[config.mk]
export PLATFORM = sky130hd
export DESIGN_NAME = mw_pipe_stage
export DESIGN_NICKNAME = d
export VERILOG_FILES = /design/src/rtl/mw_pipe_stage.sv
export SDC_FILE = /design/constraint.sdc
export NUM_CORES = 1
export LEC_CHECK = 0
export CORE_ASPECT_RATIO = 1.25
export CORE_UTILIZATION = 39
export DETAILED_ROUTE_END_ITERATION = 12
export GPL_ROUTABILITY_DRIVEN = 0
export PLACE_DENSITY = 0.8
export SYNTH_ARGS = -nofsm -noshare
export SYNTH_HDL_FRONTEND = slang
export SYNTH_SLANG_ARGS = --single-unit
[constraint.sdc]
create_clock -name CLK -period 3.32 [get_ports CLK]
set_input_delay 0.83 -clock CLK [delete_from_list [all_inputs] [get_ports CLK]]
set_output_delay 0.83 -clock CLK [all_outputs]
set_load 0.05 [all_outputs]
[src/rtl/mw_pipe_stage.sv]
// mw_pipe_stage
//   Elastic MEM->WB pipeline register for the writeback bundle
//   (RegWrite, MemtoReg, ReadData, ALUOut, WA3). It uses a valid/ready
//   handshake on both sides and supports a synchronous bubble flush.
//
//   Build option: define MW_PIPE_SKID_EN to add a one-entry skid register.
//   In that build ReadyM is registered (it is !skid_valid), and the stage
//   keeps full throughput across single-cycle ReadyW drops. Without the
//   macro the stage holds a single beat, and ReadyM = ReadyW | ~ValidW
//   (combinational, forced low while Reset is high).
//
// Ports
//   CLK, Reset            clock; asynchronous active-high reset
//   FlushM                synchronous flush, drops every held beat
//   ValidM / ReadyM       upstream handshake
//   RegWriteM, MemtoRegM  upstream control bits
//   ReadDataM, ALUOutM    upstream data (DATA_W)
//   WA3M                  upstream destination register (ADDR_W)
//   ValidW / ReadyW       downstream handshake
//   RegWriteW ... WA3W    registered writeback bundle; RegWriteW is 0
//                         whenever ValidW is 0
module mw_pipe_stage #(
    parameter int DATA_W = 32,
    parameter int ADDR_W = 4
) (
    input  logic              CLK,
    input  logic              Reset,
    input  logic              FlushM,
    input  logic              ValidM,
    output logic              ReadyM,
    input  logic              RegWriteM,
    input  logic              MemtoRegM,
    input  logic [DATA_W-1:0] ReadDataM,
    input  logic [DATA_W-1:0] ALUOutM,
    input  logic [ADDR_W-1:0] WA3M,
    output logic              ValidW,
    input  logic              ReadyW,
    output logic              RegWriteW,
    output logic              MemtoRegW,
    output logic [DATA_W-1:0] ReadDataW,
    output logic [DATA_W-1:0] ALUOutW,
    output logic [ADDR_W-1:0] WA3W
);

    // Main register (drives the W outputs)
    logic              vld_p1;
    logic              regwrite_p1;
    logic              memtoreg_p1;
    logic [DATA_W-1:0] readdata_p1;
    logic [DATA_W-1:0] aluout_p1;
    logic [ADDR_W-1:0] wa3_p1;

    logic accept_m;   // upstream handshake this cycle
    logic main_free;  // main is empty or its beat drains this cycle

    assign main_free = ~vld_p1 | ReadyW;
    assign accept_m  = ValidM & ReadyM;

`ifdef MW_PIPE_SKID_EN
    // Skid register (holds the beat accepted while main is stalled)
    logic              vld_p0;
    logic              regwrite_p0;
    logic              memtoreg_p0;
    logic [DATA_W-1:0] readdata_p0;
    logic [DATA_W-1:0] aluout_p0;
    logic [ADDR_W-1:0] wa3_p0;
    logic              rdy_q;

    // rdy_q tracks !vld_p0, but it resets low, so no beat is taken
    // until the first edge after Reset is released.
    assign ReadyM = rdy_q;

    always_ff @(posedge CLK or posedge Reset) begin
        if (Reset) begin
            vld_p0      <= 1'b0;
            regwrite_p0 <= 1'b0;
            memtoreg_p0 <= 1'b0;
            readdata_p0 <= '0;
            aluout_p0   <= '0;
            wa3_p0      <= '0;
            vld_p1      <= 1'b0;
            regwrite_p1 <= 1'b0;
            memtoreg_p1 <= 1'b0;
            readdata_p1 <= '0;
            aluout_p1   <= '0;
            wa3_p1      <= '0;
            rdy_q       <= 1'b0;
        end else if (FlushM) begin
            vld_p0      <= 1'b0;
            regwrite_p0 <= 1'b0;
            vld_p1      <= 1'b0;
            regwrite_p1 <= 1'b0;
            rdy_q       <= 1'b1;
        end else if (main_free) begin
            if (vld_p0) begin
                // The older skid beat goes first. ReadyM is low while the
                // skid is full, so no new beat competes in this cycle.
                vld_p1      <= 1'b1;
                regwrite_p1 <= regwrite_p0;
                memtoreg_p1 <= memtoreg_p0;
                readdata_p1 <= readdata_p0;
                aluout_p1   <= aluout_p0;
                wa3_p1      <= wa3_p0;
                vld_p0      <= 1'b0;
                regwrite_p0 <= 1'b0;
            end else begin
                vld_p1      <= accept_m;
                regwrite_p1 <= accept_m & RegWriteM;
                if (accept_m) begin
                    memtoreg_p1 <= MemtoRegM;
                    readdata_p1 <= ReadDataM;
                    aluout_p1   <= ALUOutM;
                    wa3_p1      <= WA3M;
                end
            end
            rdy_q <= 1'b1;
        end else if (accept_m) begin
            vld_p0      <= 1'b1;
            regwrite_p0 <= RegWriteM;
            memtoreg_p0 <= MemtoRegM;
            readdata_p0 <= ReadDataM;
            aluout_p0   <= ALUOutM;
            wa3_p0      <= WA3M;
            rdy_q       <= 1'b0;
        end
    end
`else
    assign ReadyM = ~Reset & main_free;

    always_ff @(posedge CLK or posedge Reset) begin
        if (Reset) begin
            vld_p1      <= 1'b0;
            regwrite_p1 <= 1'b0;
            memtoreg_p1 <= 1'b0;
            readdata_p1 <= '0;
            aluout_p1   <= '0;
            wa3_p1      <= '0;
        end else if (FlushM) begin
            vld_p1      <= 1'b0;
            regwrite_p1 <= 1'b0;
        end else if (main_free) begin
            vld_p1      <= accept_m;
            regwrite_p1 <= accept_m & RegWriteM;
            if (accept_m) begin
                memtoreg_p1 <= MemtoRegM;
                readdata_p1 <= ReadDataM;
                aluout_p1   <= ALUOutM;
                wa3_p1      <= WA3M;
            end
        end
    end
`endif

    assign ValidW    = vld_p1;
    assign RegWriteW = regwrite_p1;
    assign MemtoRegW = memtoreg_p1;
    assign ReadDataW = readdata_p1;
    assign ALUOutW   = aluout_p1;
    assign WA3W      = wa3_p1;

endmodule
==> results.py, run 1 <==
metrics = {
    "outcome": {
        "outcome": "complete, no violations",
    },
    "setup_path": {
        "max_stage_delay_ns": 0.51,
        "crit_required_ns": 2.49,
        "timing.setup.critical_path_class": "primary input to output port",
        "crit_path_end_kind": "output port",
        "crit_buf_inv": 2,
        "timing.critical_path.arrival_ns": 1.69,
        "crit_fanout": 3,
        "crit_path_cell_trace": "clkdlybuf4s50_1, nor2b_4, nor2_1, buf_4",
        "critical_path.top_delay_family": "buffers and inverters",
        "cp-start-kind": "primary input",
        "cp_max_delay_cell": "clkdlybuf4s50_1",
    },
    "floorplanning": {
        "initial_utilization_pct": 41.1,
        "dieWidth_um": 76.8,
        "core.rowCount": 33,
        "floorplan.die_area_mm2": 0.00734,
        "fp.dieH_um": 95.5,
        "core-area_mm2": 0.00665,
        "num_io_pins": 147,
    },
    "timing": {
        "rsz0062_at_grt": "false",
        "final_min_period_over_clock_period_pct": 75.8,
        "max_slew.worst_pin.slew_ns": 0.772,
        "setup-violations-final": 0,
        "hold_viol": 0,
        "final.min_clock_period_ns": 2.52,
        "slew-limit-headroom_pct": 48.4,
        "worst_clock_skew_on_the_final_layout_ns": 0.00369,
        "max_freq_mhz": 397,
        "timing.final.max_slew_violations": 0,
        "setup_tns_ns": 0,
    },
    "power_and_ir_drop": {
        "ir_worst_vdd_v": 0.000403,
        "p_per_area_mw_per_mm2": 680,
        "static_leakage_nw": 1.82,
        "total_power_w": 0.00300,
    },
    "clock_network": {
        "clkLatencyLatePin_ns": 0.33,
        "clkSlewWorstSetupHoldPaths_ns": 0.06,
        "root_buffer": "clkbuf_8",
        "cts_inserted_buffers": 9,
        "cts.repair.resized": 0,
        "clock_net_sink_count": 71,
        "cts-htree-levels": 3,
        "max-clock-path-buffers": 2,
        "post-cts-setup-buffers": 0,
        "cts.hold.buffers_added": 0,
        "clock_tree_from_tritoncts": "yes",
    },
    "grt": {
        "grtUsageTotal_pct": 17.2,
        "global_route_wire_length_before_repair_um": 9550,
        "number_of_antenna_violations_at_the_first_check_in_global_routing": 0,
        "grt_remaining_overflow": 0,
        "grt_pass1_vias": 1961,
        "largest_net_degree_at_the_start_of_global_routing": 72,
    },
    "synth": {
        "synthesis.nets": 229,
        "netlist_instances": 154,
        "synth.cell_area_mm2": 0.00273,
        "flop_and_latch_count_out_of_synthesis": 71,
        "netlist_top_cells_area": "dfrtp_1, mux2_2, mux2_4",
        "synthesis.yosys.warnings": 0,
        "synth_top_area_cell": "dfrtp_1",
        "mapped_avg_cell_area_um2": 17.7,
        "synth.yosys.seq_area_share_pct": 65.1,
        "synth_cell_type_count": 11,
        "synth_top_cell_area_share_pct": 65.1,
    },
    "drt": {
        "wl_per_cell_um": 14.9,
        "wirelength_um": 5900,
        "drc": 0,
        "drt_iter0_drc": 68,
        "dr.pass1.iters": 2,
        "drtAntennaViolNets": 0,
        "post_drt_via_cell_ratio": 4.71,
        "detailroute.via_count": 1859,
    },
    "placed_design": {
        "placed_cells": 382,
        "count_of_buffers_inserted_at_the_top_level_ports": 146,
        "post-dp-hpwl_um": 4220,
    },
    "finish": {
        "layout_cells_excl_fill": 395,
        "multiInputGateArea_um2": 870,
        "antenna_cells": 0,
        "syn_to_final_growth_pct": 61.6,
        "fillers": 521,
        "drive_gt1_share_pct": 28.6,
        "area_used_by_sequential_logic_in_the_layout_mm2": 0.00178,
        "finalNetCount": 381,
    },
    "flow_run": {
        "cap_viol_max_count": 0,
    },
    "worst_hold_path": {
        "hp-class": "flip-flop to flip-flop",
    },
}
[sequential cells by signal, indices dropped and copies added (netlist names)]
name       cells
ALUOutW       32
RegWriteW      1
WA3W           4
MemtoRegW      1
ValidW         1
ReadDataW     32
[kinds of logic after synthesis]
kind of cell,Yosys count,share of synthesized area (%)
compound gates,1,0.321
buf+inv,8,3.03
flops,71,65.1
mux,69,29.6
simple gates,5,1.97
[cells in the mapped netlist]
cell and n:
nor4b_4 1, mux2_4 8, mux2_2 61, or2_2 1, nor2b_1 1, dfrtp_1 71
a22o_1 1, nor2b_4 1, inv_1 1, buf_6 7, nor2_1 1
[power breakdown]
group	leakage, nW	internal [W]	total [W]	switching (W)
Combinational	0.900	0.000511	0.00131	0.000798
Clock	0.0809	0.000277	0.000563	0.000286
Sequential	0.844	0.00104	0.00112	0.0000852
Total	1.82	0.00183	0.00300	0.00117
[final timing paths]
| kind | start | to | slack [ns] | depth (start not counted) |
|---|---|---|---|---|
| min reg2reg | RegWriteW | RegWriteW | 0.50 | 1 |
| min in group asynchronous | Reset | ALUOutW[13] | 1.10 | 2 |
| max reg2reg | ValidW | ReadDataW[7] | 1.62 | 4 |
| min | RegWriteW | RegWriteW | 0.50 | 1 |
| max | ReadyW | ReadyM | 0.80 | 4 |
| max in group asynchronous | Reset | ReadDataW[23] | 1.56 | 3 |
[per-layer routing]
metal | global-route usage, % | wire (µm)
met1 | 21.5 | 2390
met4 | 7.85 | 128
met3 | 7.08 | 572
met5 | 0 | 0
met2 | 26.0 | 2810
[cell type report]
cell class                 instances  area share [%]
clock inverter                     2           0.227
tap                               87            2.47
clock buffer                      11            3.21
timing repair buffer             148            34.0
multi-input combinational         75            19.7
inverter                           1          0.0851
sequential                        71            40.3
[per-stage QoR]
stage	instance area, µm²	utilization, %	hold WS [ns]	setup slack (ns)
after detailed placement	4260	64.1	0.491	0.727
after global placement	4260	64.1	0.488	0.753
after CTS	4410	66.3	0.510	0.797
after floorplan	2730	-	0.827	0.693
final	4410	66.3	0.504	0.803
after global routing	4410	66.3	0.522	0.758
[cells in the final DEF (no fill, tap or decap)]
master,instances
a22o_1,1
buf_12,2
buf_4,1
clkbuf_1,1
clkbuf_8,10
clkdlybuf4s50_1,145
clkinv_2,2
dfrtp_1,71
inv_2,1
mux2_2,61
mux2_4,8
nor2_1,1
nor2b_1,1
nor2b_4,1
nor4b_4,1
or2_2,1
Power figures use the tool's default switching activity.
==> inputs of run 2 (changes only) <==
==> constraint.sdc (replaced) <==
create_clock -name CLK -period 2.56 [get_ports CLK]
set_input_delay 0.64 -clock CLK [delete_from_list [all_inputs] [get_ports CLK]]
set_output_delay 0.64 -clock CLK [all_outputs]
set_load 0.05 [all_outputs]
==> run 2 against run 1 <==
  * Cell area grew 1.1%
  * Clock skew is essentially flat
  * Final cell count is 1.0% higher
  * Hold slack gained 0.0013 ns
  * Combinational power is 30% higher
  * Critical path type unchanged
==> results.py, run 2 (synthesis gave the netlist of run 1 again) <==
metrics = {
    "outcome": {
        "outcome": "complete, no violations",
    },
    "setup_path": {
        "timing.setup.critical_path_class": "primary input to output port",
        "worst_r2r_startpoint": "ValidW",
        "timing.critical_path.arrival_ns": 1.55,
        "cp_max_delay_cell": "clkdlybuf4s50_1",
        "worst_setup_path_startpoint": "ReadyW",
        "crit_path_cell_trace": "clkdlybuf4s50_1, nor2b_4, nor2_1, buf_12",
        "crit_required_ns": 1.92,
        "crit_path_end_kind": "output port",
        "reg2regPathDepth": 4,
        "crit_fanout": 3,
        "timing.reg2reg.setup_slack_ns": 0.81,
        "r2r_end": "ALUOutW[0]",
        "cp-start-kind": "primary input",
        "max_stage_delay_ns": 0.51,
    },
    "clock_network": {
        "clock_tree_from_tritoncts": "yes",
        "cts-htree-levels": 3,
        "post-cts-setup-buffers": 0,
        "cts_inserted_buffers": 9,
        "cts.repair.resized": 0,
        "cts.hold.buffers_added": 0,
        "max-clock-path-buffers": 2,
        "clkLatencyLatePin_ns": 0.33,
        "root_buffer": "clkbuf_8",
        "clkSlewWorstSetupHoldPaths_ns": 0.07,
        "clock_net_sink_count": 71,
    },
    "worst_hold_path": {
        "worst_hold_path.num_cells": 1,
        "hold_path_startpoint": "ReadDataW[11]",
        "hp-class": "flip-flop to flip-flop",
        "worstHoldEndpoint": "ReadDataW[11]",
    },
    "timing": {
        "final.min_clock_period_ns": 2.19,
        "max_freq_mhz": 457,
        "hold_viol": 0,
        "max_slew.worst_pin.slew_ns": 0.529,
        "rsz0062_at_grt": "false",
        "setup_tns_ns": 0,
        "slew-limit-headroom_pct": 64.6,
        "hold_slack_ns": 0.506,
        "setup-violations-final": 0,
        "timing.final.max_slew_violations": 0,
        "final_min_period_over_clock_period_pct": 85.5,
        "worst_clock_skew_on_the_final_layout_ns": 0.00395,
        "layout_setup_ws_ns": 0.372,
    },
    "placed_design": {
        "count_of_buffers_inserted_at_the_top_level_ports": 146,
        "pre_cts_ws_ns": 0.123,
        "post-dp-hpwl_um": 4270,
        "placed_cells": 383,
    },
    "flow_run": {
        "cap_viol_max_count": 0,
    },
    "floorplanning": {
        "num_io_pins": 147,
        "core.rowCount": 33,
        "initial_utilization_pct": 41.1,
        "fp.dieH_um": 95.5,
        "dieWidth_um": 76.8,
        "floorplan.die_area_mm2": 0.00734,
        "core-area_mm2": 0.00665,
    },
    "grt": {
        "use_met1_pct": 19.6,
        "grt.met3_usage_pct": 7.18,
        "largest_net_degree_at_the_start_of_global_routing": 72,
        "use_met2_pct": 28.2,
        "grt_remaining_overflow": 0,
        "globalRoute.busiestLayer": "met2",
        "grt_pass1_vias": 1963,
        "number_of_antenna_violations_at_the_first_check_in_global_routing": 0,
        "global_route_wire_length_before_repair_um": 9530,
        "grtUsageTotal_pct": 17.1,
    },
    "finish": {
        "finalNetCount": 382,
        "drive_gt1_share_pct": 28.8,
        "most-common-layout-cells": "clkdlybuf4s50_1, dfrtp_1, mux2_2, clkbuf_8, mux2_4",
        "fillers": 531,
        "syn_to_final_growth_pct": 63.3,
        "commonest_non_fill_non_tap_cell_in_the_layout": "clkdlybuf4s50_1",
        "antenna_cells": 0,
        "finish.utilization_pct": 67.0,
        "layout_cells_excl_fill": 399,
    },
    "power_and_ir_drop": {
        "static_leakage_nw": 1.84,
        "ir_worst_vdd_v": 0.000598,
        "p_per_area_mw_per_mm2": 902,
    },
    "drt": {
        "wirelength_um": 6020,
        "drt_iter0_drc": 72,
        "drc": 0,
        "wl_per_cell_um": 15.1,
        "post_drt_via_cell_ratio": 4.63,
        "drtAntennaViolNets": 0,
        "detailroute.via_count": 1847,
        "dr.pass1.iters": 3,
    },
}
-- run 2: stage by stage --
| step | cell area [µm²] | power [W] |
|---|---|---|
| after floorplan | 2730 | 0.00255 |
| after global placement | 4270 | 0.00316 |
| after detailed placement | 4270 | 0.00319 |
| after CTS | 4460 | 0.00407 |
| after global routing | 4460 | 0.00420 |
| final | 4460 | 0.00402 |
-- run 2: final cells by class --
cell class,instances,area (µm²),share of cell area [%]
clock buffers,13,149,3.34
clock inverters,3,42.5,0.955
inverters,1,3.75,0.0842
multi-input cells,75,870,19.5
flip-flops and latches,71,1780,39.9
well taps,87,109,2.44
repair buffers,149,1510,33.8
-- run 2: worst max-delay path, delay by kind of cell --
| kind | cells | cell delay [ns] |
|---|---|---|
| buf+inv | 2 | 0.68 |
| simple gates | 2 | 0.23 |
-- run 2: worst max-delay path by stage --
stage,end,cells past startpoint
2_1_floorplan,ALUOutW[0],1
3_3_place_gp,ALUOutW[6],4
3_5_place_dp,ALUOutW[27],4
4_1_cts,ReadyM,3
5_1_grt,ReadyM,4
6_report,ReadyM,4
-- run 2: where the power goes --
part | switching [W] | internal, W
sequential | 0.000115 | 0.00135
combinational | 0.00103 | 0.000665
clock | 0.000383 | 0.000477
-- run 2: layer usage --
layer / wire length [µm] / part of all wire [%]
met5: 0 / 0
met4: 113 / 1.9
met3: 526 / 8.7
met2: 3030 / 50
met1: 2350 / 39
==> inputs of run 3 (changes only) <==
--- a/config.mk
+++ b/config.mk
@@ -8,7 +8,6 @@
 export CORE_ASPECT_RATIO = 1.25
 export CORE_UTILIZATION = 39
 export DETAILED_ROUTE_END_ITERATION = 12
-export GPL_ROUTABILITY_DRIVEN = 0
 export PLACE_DENSITY = 0.8
 export SYNTH_ARGS = -nofsm -noshare
 export SYNTH_HDL_FRONTEND = slang
==> results of run 3 <==
Same layout as run 2: the final DEF is identical, and so are final timing and power.
==> RTL change: new RTL, config.mk and constraints of run 2 <==
Set the parameter `ADDR_W` to 5 (it was 4).
--- a/src/rtl/mw_pipe_stage.sv
+++ b/src/rtl/mw_pipe_stage.sv
@@ -22,5 +22,5 @@
 module mw_pipe_stage #(
     parameter int DATA_W = 32,
-    parameter int ADDR_W = 4
+    parameter int ADDR_W = 5
 ) (
     input  logic              CLK,
Interface: changed (resized WA3M and WA3W); port bits go from 147 to 149. No check against the original RTL was run, so the function may have changed too.
==> RTL change against run 2 <==
Setup slack worse by 0.0026 ns. Die area grew 12%. Critical path type unchanged. Power grew 2.6%. Largest cell class unchanged. Synthesized area rose by 13%. Cell area increased by 7.1%. Highest routed layer unchanged. Sequential cell count increased by 1. Register-to-register slack better by 0.11 ns. Routed wire length grew 6.5%.
==> RTL change: results <==
set metrics [dict create \
    cts-root-buf "clkbuf_8" \
    port_buffers 148 \
    clockBufferDepth 2 \
    rr_worst_depth 5 \
    avgRoutedWirePerCell_um 15.6 \
    leakage_nw 2.07 \
    synth_nets 233 \
    post_cts_buffers 0 \
    antenna_found_initial 0 \
    seq_area_frac_synth 0.587 \
    track_usage 0.163 \
    status "finished, final reports clean" \
    worst_path_max_delay_cell "clkdlybuf4s50_1" \
    postPlaceCellArea_mm2 0.00460 \
    synth_ff_type "dfrtp_1" \
    drt_first_pass_iters 3 \
    min_path_type "flip-flop to flip-flop" \
    grt_max_degree 39 \
    worstHoldPathCells 1 \
    drtIter0Drc 41 \
    synth_area_leaders "dfrtp_1 (59%), mux2_4 (33%), buf_12 (5.2%)" \
    slowest_delay_ns 0.50 \
    hold_end "RegWriteW" \
    grt_pass1_vias 2016 \
    rr_endpoint "ALUOutW[7]" \
    path_max_fanout 3 \
    dp_hpwl_um 4760 \
    r2r_slack_ns 0.92 \
    numCtsBuffers 9 \
    hold_slack_ns 0.508 \
    ys.warnings.count 0 \
    synthTopCellsByCount "dfrtp_1 (72), mux2_4 (68), buf_12 (8)" \
    reg2reg_from "ValidW" \
    vias 1856 \
    drive_above_1_share 0.301 \
    hp-start "RegWriteW" \
    skew_ns 0.0128 \
    worst_ir_drop_vdd_mv 0.430 \
    finalHoldViolCount 0 \
    clkSlewWorstSetupHoldPaths_ns 0.06 \
    ctsResizeCount 0 \
    grt_pass1_wl_um 9880 \
    nFillCells 559 \
    relSlewSlack 0.638 \
    finalNetCount 390 \
    cts-htree-levels 3 \
]
-- RTL change: cell types whose count changed after synthesis --
cell,delta
mux2_4,+60
buf_6,-7
mux2_2,-59
buf_12,+8
dfrtp_1,+1
-- RTL change: worst max-delay path by stage --
stage,end,slack [ns],depth (start not counted),start
5_1_grt,ValidW,0.32,1,ValidW
2_1_floorplan,ALUOutW[0],0.1,1,Reset
3_5_place_dp,ReadDataW[29],0.22,5,Reset
4_1_cts,ReadyM,0.36,4,ReadyW
3_3_place_gp,ReadDataW[30],0.24,6,ReadyW
6_report,ReadyM,0.37,4,ReadyW
-- RTL change: cell type report --
class                      instances  area (um^2)  area share
clock inverter                     5         32.5     0.00681
inverter                           1         3.75    0.000786
multi-input combinational         76         1110       0.232
tap                               92          115      0.0241
sequential                        72         1800       0.377
timing repair buffer             154         1570       0.330
clock buffer                      11          141      0.0296
-- RTL change: power breakdown --
| group | switching, mW | total (mW) | internal (mW) |
|---|---|---|---|
| sequential | 0.135 | 1.50 | 1.37 |
| combinational | 1.06 | 1.84 | 0.788 |
| clock | 0.405 | 0.779 | 0.375 |
| total | 1.60 | 4.12 | 2.53 |
-- RTL change: through the flow --
| stage | cells | total power [mW] | util | setup WS [ns] |
|---|---|---|---|---|
| global placement | 395 | 3.35 | 0.614 | 0.244 |
| floorplan | 157 | 2.72 | - | 0.0951 |
| CTS | 411 | 4.17 | 0.638 | 0.362 |
| detailed placement | 395 | 3.37 | 0.614 | 0.216 |
| global route | 411 | 4.31 | 0.638 | 0.315 |
| finish | 411 | 4.12 | 0.638 | 0.369 |
-- RTL change: worst max-delay path, delay by kind of cell --
| family | cells | cell delay [ns] |
|---|---|---|
| AND/OR/NAND/NOR | 2 | 0.24 |
| buffers and inverters | 2 | 0.67 |
-- RTL change: cell families (layout without fill, tap and decap cells) --
| family | after synthesis | count (layout) | share of synthesized area |
|---|---|---|---|
| flops | 72 | 72 | 0.587 |
| mux | 70 | 70 | 0.340 |
| buf+inv | 9 | 171 | 0.0534 |
| simple gates | 5 | 5 | 0.0175 |
| compound gates | 1 | 1 | 0.00285 |
-- RTL change: per-layer routing --
layer	wire length, um	GRT usage
met5	0	0
met1	2650	0.201
met3	537	0.0586
met4	19	0.0495
met2	3200	0.266
